### config.mk
export PLATFORM = sky130hd
export DESIGN_NAME = fetch_unit_flat
export DESIGN_NICKNAME = d
export VERILOG_FILES = /design/src/rtl/fetch_unit_if.sv /design/src/rtl/fetch_unit.sv /design/src/flat_wrapper.sv
export SDC_FILE = /design/constraint.sdc
export NUM_CORES = 1
export LEC_CHECK = 0
export CORE_AREA = 2 2 106 129
export CTS_CLUSTER_SIZE = 28
export DETAILED_ROUTE_END_ITERATION = 8
export DIE_AREA = 0 0 108 131
export DONT_BUFFER_PORTS = 1
export PLACE_DENSITY = 0.69
export SYNTH_ARGS = -nofsm -noshare
export SYNTH_HDL_FRONTEND = slang
export SYNTH_SLANG_ARGS = --single-unit
### constraint.sdc
create_clock -name clk -period 5.7 [get_ports clk]
set_input_delay 0.855 -clock clk [delete_from_list [all_inputs] [get_ports clk]]
set_output_delay 0.855 -clock clk [all_outputs]
set_load 0.02 [all_outputs]
### src/rtl/fetch_unit_if.sv
// rtl/fetch_unit_if.sv - instruction-memory request/response bus between fetch_unit and imem
interface fetch_unit_if #(
    parameter int IMEM_AW = 12
) ();
    logic               imem_req;
    logic [IMEM_AW-1:0] imem_addr;
    logic               imem_rvalid;
    logic [31:0]        imem_rdata;

    // Fetch side issues requests and consumes responses
    modport master (
        output imem_req,
        output imem_addr,
        input  imem_rvalid,
        input  imem_rdata
    );

    // Memory side accepts requests and returns responses in order
    modport slave (
        input  imem_req,
        input  imem_addr,
        output imem_rvalid,
        output imem_rdata
    );
endinterface

### src/rtl/fetch_unit.sv
// rtl/fetch_unit.sv - single-outstanding instruction fetch with jal/jalr redirect (optional FETCH_MISALIGN_EN)
module fetch_unit #(
    parameter logic [31:0] RESET_PC = 32'h0000_0000,
    parameter int          IMEM_AW  = 12
) (
    input  logic              clk,
    input  logic              rst_n,
    input  logic [1:0]        pcsrc_EX,
    input  logic              stall_FETCH,
    input  logic [31:0]       jal_target_EX,
    input  logic [31:0]       jalr_target_EX,
    fetch_unit_if.master      imem,
    output logic [31:0]       instruction_EX,
    output logic [31:0]       pc_EX,
    output logic              stall_EX,
    output logic              misalign_fault
);

    localparam logic [31:0] NOP_INSTR = 32'h0000_0013;

    typedef enum logic [1:0] {
        ST_START = 2'd0,
        ST_WAIT  = 2'd1,
        ST_DROP  = 2'd2,
        ST_HALT  = 2'd3
    } state_t;

    state_t      state_q, state_d;
    logic [31:0] fetch_pc_q, fetch_pc_d;
    logic [31:0] inflight_pc_q, inflight_pc_d;
    logic [31:0] pc_ex_q, pc_ex_d;
    logic [31:0] instr_ex_q, instr_ex_d;
    logic        stall_ex_q, stall_ex_d;
    logic        fault_q, fault_d;

    logic        redirect;
    logic        misalign;
    logic        req_slot;
    logic        issue;
    logic [31:0] target_raw;
    logic [31:0] target;
    logic [31:0] req_addr;

    // Redirect decode, target selection and request issue decision
    always_comb begin
        // A bubble in EX carries no valid jump, so its pcsrc is ignored
        redirect   = !stall_ex_q && stall_FETCH && (pcsrc_EX == 2'd1 || pcsrc_EX == 2'd2);
        target_raw = (pcsrc_EX == 2'd2) ? (jalr_target_EX & 32'hFFFF_FFFE) : jal_target_EX;
`ifdef FETCH_MISALIGN_EN
        target     = target_raw;
        misalign   = redirect && target_raw[1];
`else
        target     = target_raw & 32'hFFFF_FFFC;
        misalign   = 1'b0;
`endif
        req_addr   = redirect ? target : fetch_pc_q;

        // A new request may go out only when no response is still owed
        case (state_q)
            ST_START: req_slot = 1'b1;
            ST_WAIT:  req_slot = imem.imem_rvalid;
            ST_DROP:  req_slot = imem.imem_rvalid;
            default:  req_slot = 1'b0;
        endcase
        issue = req_slot && !misalign;
    end

    assign imem.imem_req  = issue;
    assign imem.imem_addr = req_addr[IMEM_AW+1:2];

    // Next-state and next-output computation for the fetch FSM
    always_comb begin
        state_d       = state_q;
        fetch_pc_d    = fetch_pc_q;
        inflight_pc_d = inflight_pc_q;
        pc_ex_d       = pc_ex_q;
        instr_ex_d    = NOP_INSTR;
        stall_ex_d    = 1'b1;
        fault_d       = fault_q;

        if (state_q != ST_HALT) begin
            if (misalign) begin
                fault_d = 1'b1;
                state_d = ST_HALT;
            end else if (issue) begin
                inflight_pc_d = req_addr;
                fetch_pc_d    = req_addr + 32'd4;
                state_d       = ST_WAIT;
            end else if (redirect) begin
                // Response still owed: park the new target and discard what comes back
                fetch_pc_d = target;
                state_d    = ST_DROP;
            end

            if (state_q == ST_WAIT && imem.imem_rvalid && !redirect) begin
                instr_ex_d = imem.imem_rdata;
                pc_ex_d    = inflight_pc_q;
                stall_ex_d = 1'b0;
            end
        end
    end

    // State and registered outputs
    always_ff @(posedge clk or negedge rst_n) begin
        if (!rst_n) begin
            state_q       <= ST_START;
            fetch_pc_q    <= RESET_PC;
            inflight_pc_q <= RESET_PC;
            pc_ex_q       <= RESET_PC;
            instr_ex_q    <= NOP_INSTR;
            stall_ex_q    <= 1'b1;
            fault_q       <= 1'b0;
        end else begin
            state_q       <= state_d;
            fetch_pc_q    <= fetch_pc_d;
            inflight_pc_q <= inflight_pc_d;
            pc_ex_q       <= pc_ex_d;
            instr_ex_q    <= instr_ex_d;
            stall_ex_q    <= stall_ex_d;
            fault_q       <= fault_d;
        end
    end

    assign instruction_EX = instr_ex_q;
    assign pc_EX          = pc_ex_q;
    assign stall_EX       = stall_ex_q;
    assign misalign_fault = fault_q;

endmodule

### src/flat_wrapper.sv
// flat-port wrapper written by rule: the top's interface ports become plain ports
module fetch_unit_flat 
#(
    parameter logic [31:0] RESET_PC = 32'h0000_0000,
    parameter int          IMEM_AW  = 12
)
  (clk, rst_n, pcsrc_EX, stall_FETCH, jal_target_EX, jalr_target_EX, instruction_EX, pc_EX, stall_EX, misalign_fault, imem_imem_req, imem_imem_addr, imem_imem_rvalid, imem_imem_rdata);
  fetch_unit_if #(.IMEM_AW(IMEM_AW)) imem_i ();
  input  logic clk;
  input  logic rst_n;
  input  logic [1:0] pcsrc_EX;
  input  logic stall_FETCH;
  input  logic [31:0] jal_target_EX;
  input  logic [31:0] jalr_target_EX;
  output logic [31:0] instruction_EX;
  output logic [31:0] pc_EX;
  output logic stall_EX;
  output logic misalign_fault;
  output wire logic [$bits(imem_i.imem_req)-1:0] imem_imem_req;
  output wire logic [$bits(imem_i.imem_addr)-1:0] imem_imem_addr;
  input wire logic [$bits(imem_i.imem_rvalid)-1:0] imem_imem_rvalid;
  input wire logic [$bits(imem_i.imem_rdata)-1:0] imem_imem_rdata;
  assign imem_imem_req = imem_i.imem_req;
  assign imem_imem_addr = imem_i.imem_addr;
  assign imem_i.imem_rvalid = imem_imem_rvalid;
  assign imem_i.imem_rdata = imem_imem_rdata;
  fetch_unit #(.RESET_PC(RESET_PC), .IMEM_AW(IMEM_AW)) u_core (.clk(clk), .rst_n(rst_n), .pcsrc_EX(pcsrc_EX), .stall_FETCH(stall_FETCH), .jal_target_EX(jal_target_EX), .jalr_target_EX(jalr_target_EX), .imem(imem_i), .instruction_EX(instruction_EX), .pc_EX(pc_EX), .stall_EX(stall_EX), .misalign_fault(misalign_fault));
endmodule
==> summary.md, run 1 <==
| Metric | Value |
|---|---|
| Routed wire per std cell | roughly 19 um |
| Sw Ratio | approximately 38% |
| Synth Register Bits | 131 |
| Dpl cells | 720 |
| Maximum clock insertion buffer count | 2 |
| Total Neg Setup Slack | 0 ps |
| H-tree depth | 4 |
| # hold bufs at CTS | 0 |
| Worst Setup End Kind | flop |
| Crit start category | input port |
| Synth warnings | 0 |
| Vias | 4303 |
| Pwr per Cell Area | 540 nW/um2 |
| Root Buffer | clkbuf_16 |
| Fillcell total | between 1000 and 1500 |
| CP max FO | 26 |
| Tot GR Track Use | 20.7% |
| Dominant cells by area after synthesis | dfrtp_1, mux2_2, mux2i_1 |
| Minimum clock period | roughly 3900 ps |
| EDFF count, synth | 0 |
| DRT antenna net count | 0 |
| # nets final | between 600 and 700 |
| Post-synth top cells | dfrtp_1, nand2_1, mux2_2, o21ai_0, nor2_1 |
| Port-buffer cells | 0 |
| Clock Power Share | ~28% |
| Initial Utilization | about half |
| Main synth FF type | dfrtp_1 |
| Reg2reg path depth | 8 |
| Worst min path class | in2async |
| CP required | around 6000 ps |
| Sequential power share | roughly 45% |
| Yosys top cell by area | dfrtp_1 |
| Fmax | around 260 MHz |
| Fin area | between 6000 and 7000 um2 |
| Mean Syn Cell Area | around 11 um2 |
| Clk pin slew, worst setup/hold paths | roughly 60 ps |
| Fin. Hold Viols | 0 |
| Post CTS Setup Buffer Count | 0 |
| TritonCTS clock tree | yes |
| Switch Pwr | around 1.4 mW |
| Die Footprint | approximately 14000 um2 |
| RSZ-0062 raised after global routing | no |
| ANT cells | 0 |
| Largest net degree at the start of global routing | approximately 130 |
| Net Count, Synth | 702 |
| WS Path Type | in2reg |
| Synth Instances | 595 |
| Largest vdd supply drop | between 0.2 and 0.3 mV |
| Ys async rst share | 100% |
| Starting DRT DRC Count | 192 |
| Final period util | 67.7% |
| Comb pwr share | 27.3% |
| Number of global-route vias before repair | roughly 4400 |
| Drt first pass iters | 4 |
| Critical path arrival | 4200 ps |
| Area of the core | 12900 um2 |
| First-pass GRT wire length | ~22000 um |
| Sequential element share of the synthesized area | about half |
| Row cnt | between 40 and 50 |
| Max-Cap Viols | 0 |
| Slack of the worst reg-to-reg path | about 2300 ps |
| Layout cells sized above 1 | 20.0% |
| Remaining Overflow, GRT | 0 |
| Mapped Area | ~6400 um2 |
| Top-count cell post-synth | dfrtp_1 |
| Fin util | roughly 53% |
| Initial antenna violation count | 0 |
| WHS | between 100 and 150 ps |
| CTS resizes | 0 |
| Final Setup Violations | 0 |
| DRC errors left | 0 |
| Post-route insts no fill | 752 |
| Cell leakage power | roughly 3.0 nW |
| Final wirelength | between 10000 and 15000 um |
| Yosys top cell area share | approximately half |
| Die width | ~110 um |
| Skew final | between 10 and 15 ps |
| Worst skew pair latency | 420 ps |
| Placer congestion estimate | approximately 0.79 |
| Slew HR | between 50% and 60% |
| Die Height | roughly 130 um |
| Status | finished, final reports clean |
| CTS Sinks | roughly 130 |
| Num CTS Buffers | 17 |
| Worst-Margin Slew | between 700 and 800 ps |
| Max Transition Viols Final | 0 |
| IO Pins | 181 |
| Via density | ~5.7 |
| Area Overhead vs Synth | 8.64% |
| Int Pwr | 2.32 mW |
| DP HPWL | slightly below 10000 um |
| Synth cell types | 53 |
| Dpl cell area | about 6300 um2 |
-- worst max-delay path, stage by stage --
cell	delay, ps
inv_1	40
ha_2	440
buf_4	420
mux2_2	390
mux2i_1	350
inv_1	250
ha_1	260
nand2b_1	110
a211o_1	410
nor3_2	210
a31o_2	290
a31oi_1	160
-- final cells by class --
type	count	area (um2)	share of cell area (%)
flip-flops and latches	131	3280	47.5
multi-input cells	397	2740	39.7
clock buffers	20	457	6.61
well taps	168	210	3.04
clock inverters	12	106	1.54
inverters	18	67.6	0.978
repair buffers	6	45.0	0.652
-- cell usage in the layout (no fill, tap or decap), drive strengths merged, types with 5 or more instances in the layout --
cell type	synthesis	routed
clkbuf	22	20
nand2b	5	5
xor2	5	5
inv	18	20
xnor2	13	13
a31oi	11	11
nand4	13	13
buf	27	6
and2	29	29
a31o	7	7
ha	5	5
o21ai	46	46
a21oi	19	19
nor2	35	35
nand3	12	12
dfrtp	127	127
clkinv	0	5
nand2	61	61
mux2	53	53
nor4	11	11
nor3	7	7
mux2i	31	31
-- layer usage --
layer | GRT usage [%] | wire length, um | vias up | share of wire [%]
met4 | 7.62 | 242 | 0 | 1.7
met5 | 0 | 0 | - | 0
met3 | 5.85 | 989 | 22 | 6.9
met2 | 36.8 | 7310 | 172 | 51
li1 | - | - | 1998 | -
met1 | 23.8 | 5790 | 2111 | 40
-- stage by stage --
stage          setup slack [ps]  total power [mW]
2_1_floorplan              2160              2.53
3_3_place_gp               1480              2.66
3_5_place_dp               1410              2.72
4_1_cts                    1860              3.77
5_1_grt                    1600              3.96
6_report                   1840              3.73
-- worst paths after layout --
path                                               from                       end
worst max-delay path                        pcsrc_EX[0]     u_core.fetch_pc_q[24]
worst min-delay path                              rst_n     u_core.fetch_pc_q[11]
worst max register to register        u_core.state_q[0]     u_core.fetch_pc_q[27]
worst min register to register  u_core.inflight_pc_q[0]   u_core.inflight_pc_q[0]
max in group asynchronous                         rst_n  u_core.instruction_EX[1]
min in group clk                u_core.inflight_pc_q[0]   u_core.inflight_pc_q[0]
-- logic make-up (layout without fill, tap and decap cells) --
family / Yosys count / after routing / share of synthesized area, %
buf+inv: 67 / 56 / 5.41
xor+xnor: 18 / 18 / 2.48
mux: 84 / 84 / 14.3
fa+ha+maj: 5 / 5 / 0.984
compound gates: 99 / 99 / 9.54
flops: 131 / 131 / 51.6
other cells: 1 / 1 / 0.0590
simple gates: 190 / 190 / 15.6
-- state kept, by name, indices dropped and copies added (netlist names) --
| name | cells |
|---|---|
| u_core.instruction_EX | 32 |
| u_core.fetch_pc_q | 32 |
| u_core.pc_EX | 32 |
| u_core.state_q | 2 |
| u_core.stall_EX | 1 |
| u_core.inflight_pc_q | 32 |
-- power groups by stage --
| stage | Clock [mW] | Combinational, mW | Sequential (mW) |
|---|---|---|---|
| floorplan | 0 | 0.906 | 1.63 |
| global placement | 0 | 0.983 | 1.68 |
| detailed placement | 0 | 1.03 | 1.70 |
| CTS | 1.05 | 1.03 | 1.68 |
| global route | 1.09 | 1.14 | 1.73 |
| finish | 1.03 | 1.02 | 1.68 |
Note: power is estimated with default switching activity, not from simulation.
==> inputs of run 2 (changes only) <==
==> constraint.sdc (replaced) <==
create_clock -name clk -period 3.77 [get_ports clk]
set_input_delay 0.5655 -clock clk [delete_from_list [all_inputs] [get_ports clk]]
set_output_delay 0.5655 -clock clk [all_outputs]
set_load 0.02 [all_outputs]
==> run 2 against run 1 <==
Net effect: die area did not move; largest power group unchanged; via count increased by 1.0%; total power grew 56%; global-route usage up 0.43 points; routed wire length rose by 2.4%; critical path type is now reg2out; clock skew shrank 8.6 ps.
==> summary.md, run 2 (synthesis results as in run 1) <==
| Metric | Value |
|---|---|
| Die Footprint | 14100 um2 |
| Final Setup Violations | 0 |
| IO Pins | around 180 |
| Die Height | roughly 130 um |
| Highest Signal Layer | met4 |
| DRT antenna net count | 0 |
| ANT cells | 0 |
| Met3 Routed Length | between 1000 and 1500 um |
| TritonCTS clock tree | yes |
| Number of global-route vias before repair | between 4000 and 5000 |
| Clk pin slew, worst setup/hold paths | 50 ps |
| DRC errors left | 0 |
| Worst min path class | in2async |
| Root Buffer | clkbuf_16 |
| Port-buffer cells | 0 |
| CP required | approximately 3200 ps |
| Dpl cell area | between 6000 and 7000 um2 |
| Post CTS Setup Buffer Count | 0 |
| Fillcell total | 1137 |
| Drt first pass iters | 4 |
| Worst skew pair latency | just over 400 ps |
| Final wirelength | ~15000 um |
| Largest net degree at the start of global routing | roughly 130 |
| Status | finished, final reports clean |
| Row cnt | between 40 and 50 |
| Fmax | approximately 320 MHz |
| Area Overhead vs Synth | 10.8% |
| Slew HR | between 50 and 60% |
| # nets final | approximately 690 |
| Final period util | 82.2% |
| Fin. Hold Viols | 0 |
| DP HPWL | roughly 9800 um |
| Starting DRT DRC Count | between 200 and 250 |
| Via density | approximately 5.7 |
| Placer congestion estimate | 0.785 |
| Minimum clock period | about 3100 ps |
| Critical path arrival | between 2000 and 3000 ps |
| Routed wire per std cell | approximately 19 um |
| Largest vdd supply drop | ~0.47 mV |
| Met2 WL | about 7400 um |
| Vias | 4347 |
| Fin area | roughly 7000 um2 |
| CP startpoint | u_core.state_q[0] |
| Initial antenna violation count | 0 |
| Area of the core | between 10000 and 15000 um2 |
| RSZ-0062 raised after global routing | no |
| Initial Utilization | between 40% and 50% |
| Tot GR Track Use | 21.2% |
| H-tree depth | 4 |
| Most frequent cells in the layout | dfrtp_1, nand2_1, mux2_2, o21ai_0, nor2_1 |
| Most common cell after layout, fill and taps aside | dfrtp_1 |
| Skew final | between 6 and 7 ps |
| Worst Setup End Kind | output port |
| Layout cells sized above 1 | between 20% and 30% |
| Cell leakage power | about 3 nW |
| CTS Sinks | between 100 and 150 |
| Maximum clock insertion buffer count | 2 |
| Remaining Overflow, GRT | 0 |
| Crit start category | flop |
| Max-Cap Viols | 0 |
| Worst-Margin Slew | ~700 ps |
| CP max FO | 64 |
| FF-to-FF Start | u_core.stall_EX |
| Total Neg Setup Slack | 0 ps |
| Pwr per Cell Area | between 800 and 900 nW/um2 |
| WS Path Type | reg2out |
| Max Transition Viols Final | 0 |
| Num CTS Buffers | 17 |
| Metal-1 WL | between 5000 and 6000 um |
| Die width | around 110 um |
| First-pass GRT wire length | roughly 23000 um |
-- run 2: cell types whose count changed in the layout (fill, tap and decap cells not counted), moves of 2 or more --
cell / change
buf_4: +9
bufinv_16: +2
inv_6: -2
clkinv_2: -3
clkbuf_1: +6
clkinvlp_4: -3
-- run 2: where the power goes --
group          total, mW  internal [mW]  switching, mW
clock network       1.66           1.09          0.568
registers           2.54           1.95          0.595
logic               1.62          0.662          0.957
-- run 2: through the flow --
stage          setup slack (ps)  util [%]  std cells  hold WS [ps]  power, mW
2_1_floorplan               758         -        595           270       3.83
3_3_place_gp                301      49.5        729           273       4.07
3_5_place_dp                226      49.5        729           274       4.17
4_1_cts                     601      54.4        763           145       5.88
5_1_grt                     424      54.4        763           175       6.20
6_report                    672      54.4        763           124       5.82
-- run 2: final timing paths --
kind | end | slack (ps) | cells after the start
setup / recovery | imem_imem_req | 670 | 6
hold / removal | u_core.pc_EX[6] | 120 | 1
setup reg to reg | u_core.fetch_pc_q[18] | 750 | 9
hold reg to reg | u_core.inflight_pc_q[1] | 460 | 2
max in group asynchronous | u_core.instruction_EX[4] | 2920 | 1
min in group clk | u_core.instruction_EX[1] | 260 | 1
-- run 2: worst max-delay path, cell delays in order, from the launching register on --
cell     delay [ps]
dfrtp_1         370
inv_1            70
ha_1            290
a21oi_1         380
or2_2           200
buf_4           490
inv_1           320
-- run 2: what timing repair did --
item                                   in CTS  in global routing
gates resized for setup                     0                  0
endpoints found under the hold margin     127                  0
hold buffers                                2                  0
-- run 2: final cells by class --
type / count / area [um2] / area share [%]
clock buffer: 27 / 493 / 7.00
clock inverter: 5 / 103 / 1.46
inverter: 18 / 67.6 / 0.959
multi-input combinational: 397 / 2740 / 38.9
sequential: 131 / 3280 / 46.6
tap: 168 / 210 / 2.98
timing repair buffer: 17 / 150 / 2.13
-- run 2: per-layer routing --
metal  vias up  track usage, %
met1      2123            24.2
met2       179            37.5
met3        22            5.41
met5         -               0
li1       2023               -
met4         0            9.13
==> inputs of run 3 (changes only) <==
--- a/config.mk
+++ b/config.mk
@@ -10,7 +10,7 @@
 export DETAILED_ROUTE_END_ITERATION = 8
 export DIE_AREA = 0 0 108 131
 export DONT_BUFFER_PORTS = 1
-export PLACE_DENSITY = 0.69
+export PLACE_DENSITY = 0.72
 export SYNTH_ARGS = -nofsm -noshare
 export SYNTH_HDL_FRONTEND = slang
 export SYNTH_SLANG_ARGS = --single-unit
==> constraint.sdc (replaced) <==
create_clock -name clk -period 2.5 [get_ports clk]
set_input_delay 0.375 -clock clk [delete_from_list [all_inputs] [get_ports clk]]
set_output_delay 0.375 -clock clk [all_outputs]
set_load 0.02 [all_outputs]
==> run 3 against run 2 <==
Net effect: the run now ends with negative hold slack left; hold slack worse by 460 ps; register-to-register slack got worse by 710 ps; clock skew increased by 5.4 ps; via count rose by 6.3%; flip-flop and latch count did not move; largest cell class unchanged; total power grew 61%; critical path type is now reg2reg; largest power group unchanged; worst setup slack worse by 630 ps; highest routed layer unchanged; sequential share of layout area down 4.1 points; combinational power is 88% higher; global-route usage is 0.86 points higher; clock-buffer cell count is 6 lower.
==> summary.md, run 3 (synthesis results as in run 1) <==
| Metric | Value |
|---|---|
| Status | finished with violations |
| Failing checks | negative hold slack |
| Vias | between 4000 and 5000 |
| Most frequent cells in the layout | dfrtp_1, buf_4, nand2_1, mux2_2, o21ai_0 |
| Minimum clock period | 2460 ps |
| CP bufs+invs | 3 |
| Worst min path class | in2async |
| Num CTS Buffers | 17 |
| Fin area | around 7700 um2 |
| TritonCTS clock tree | yes |
| ANT cells | 0 |
| CP delay by family, top | simple AND/OR/NAND/NOR gates |
| Largest net degree at the start of global routing | approximately 130 |
| Drt first pass iters | 4 |
| H-tree depth | 4 |
| Pwr per Cell Area | 1220 nW/um2 |
| WS Path Type | reg2reg |
| Maximum clock insertion buffer count | 2 |
| Max Transition Viols Final | 0 |
| Slack of the worst reg-to-reg path | ~37 ps |
| Setup ws final | approximately 37 ps |
| Final Power | approximately 9.4 mW |
| WHS | -336 ps |
| CP startpoint | u_core.stall_EX |
| Placer congestion estimate | approximately 0.83 |
| Largest vdd supply drop | ~0.66 mV |
| # nets final | 746 |
| RSZ-0062 raised after global routing | yes |
| Most common cell after layout, fill and taps aside | dfrtp_1 |
| Layout cells sized above 1 | between 30% and 40% |
| Tot GR Track Use | between 20 and 25% |
| Die Height | 131 um |
| Cell leakage power | approximately 3.4 nW |
| Pre-CTS setup slack | -316 ps |
| Worst flop-to-flop path endpoint | u_core.fetch_pc_q[17] |
| DRC errors left | 0 |
| Area of the core | 12900 um2 |
| Fillcell total | 1044 |
| Critical path cell sequence | nor3b_4 -> buf_6 -> mux2i_2 -> buf_4 -> or4_4 -> buf_6 -> nor4_4 -> xor2_1 -> a221o_1 |
| Final Setup Violations | 0 |
| Skew final | 11.7 ps |
| Dpl cell area | ~7000 um2 |
| Final period util | between 90% and 100% |
| Crit-path max cell delay | roughly 600 ps |
| Number of global-route vias before repair | approximately 4700 |
| Worst skew pair latency | 410 ps |
| Via density | about 5.6 |
| Multi-input logic area | approximately 2900 um2 |
| Initial antenna violation count | 0 |
| Routed wire per std cell | approximately 20 um |
| Port-buffer cells | 0 |
| Root Buffer | clkbuf_16 |
| Die width | about 110 um |
| Reg2reg path depth | 9 |
| Critical Path Sink | u_core.fetch_pc_q[17] |
| Sequential Area | between 3000 and 4000 um2 |
| Fin util | 59.7% |
| CP required | around 2800 ps |
| Fmax | between 400 and 500 MHz |
| First-pass GRT wire length | about 24000 um |
| DRT antenna net count | 0 |
| Max-Cap Viols | 0 |
| Row cnt | 46 |
| Area Overhead vs Synth | 21.5% |
| Remaining Overflow, GRT | 0 |
| Initial Utilization | ~49% |
| Fin. Hold Viols | 131 |
| Die Footprint | ~14000 um2 |
| Crit start category | flop |
| DP HPWL | roughly 11000 um |
| FF-to-FF Start | u_core.stall_EX |
| Worst path slowest cell | or4_4 |
| Starting DRT DRC Count | 291 |
| Worst Setup End Kind | flop |
| Critical path arrival | 2750 ps |
| CP max FO | 5 |
| IO Pins | roughly 180 |
| Crit-path most repeated cell | buf_6 |
| Clk pin slew, worst setup/hold paths | 50 ps |
| Final wirelength | between 15000 and 20000 um |
| Critical path depth in cells | 9 |
| CTS Sinks | approximately 130 |
[run 3: changes by cell type in the layout (fill, tap and decap cells not counted), moves of 3 or more]
| cell | delta |
|---|---|
| nor4_2 | +6 |
| buf_4 | +48 |
| clkbuf_1 | -4 |
| buf_6 | +5 |
| a21oi_2 | +3 |
| nor4_1 | -8 |
| a21oi_1 | -3 |
| buf_12 | +4 |
[run 3: how the worst min path moves through the flow]
stage | startpoint | endpoint | slack [ps] | cells past startpoint
floorplan | rst_n | u_core.fetch_pc_q[0] | 80 | 0
global placement | rst_n | u_core.pc_EX[11] | 80 | 0
detailed placement | rst_n | u_core.instruction_EX[11] | 80 | 0
CTS | rst_n | u_core.instruction_EX[11] | -350 | 0
global route | rst_n | u_core.pc_EX[1] | -370 | 0
finish | rst_n | u_core.instruction_EX[11] | -340 | 0
[run 3: what timing repair did]
| action | CTS | global route |
|---|---|---|
| pin swaps | 2 | 11 |
| cloned | 0 | 2 |
| setup buffers | 0 | 4 |
| endpoints found under the setup margin | 6 | 19 |
| endpoints found under the hold margin | 131 | 131 |
| resized for setup | 5 | 22 |
[run 3: power breakdown]
part	internal (mW)	switching [mW]	total, mW
combinational	1.41	1.64	3.04
clock	1.58	0.898	2.48
sequential	2.94	0.931	3.87
[run 3: layout make-up]
class / count / share of cell area, %
well taps: 168 / 2.72
multi-input cells: 398 / 38.1
repair buffers: 73 / 8.21
inverters: 18 / 0.875
flip-flops and latches: 131 / 42.5
clock inverters: 9 / 1.72
clock buffers: 21 / 5.83
[run 3: per-stage QoR]
| step | std cells | hold WS (ps) | setup TNS, ps |
|---|---|---|---|
| global placement | 782 | 83.3 | -2440 |
| finish | 818 | -336 | 0 |
| floorplan | 595 | 79.4 | 0 |
| global route | 818 | -371 | -145 |
| detailed placement | 782 | 83.4 | -3970 |
| CTS | 812 | -352 | 0 |
[run 3: per-layer routing]
metal | vias up | GRT usage, % | share of wire [%]
met5 | - | 0 | 0
met4 | 0 | 9.35 | 2.2
met3 | 24 | 5.21 | 6.0
met2 | 166 | 38.4 | 52
met1 | 2291 | 26.0 | 40
li1 | 2138 | - | -
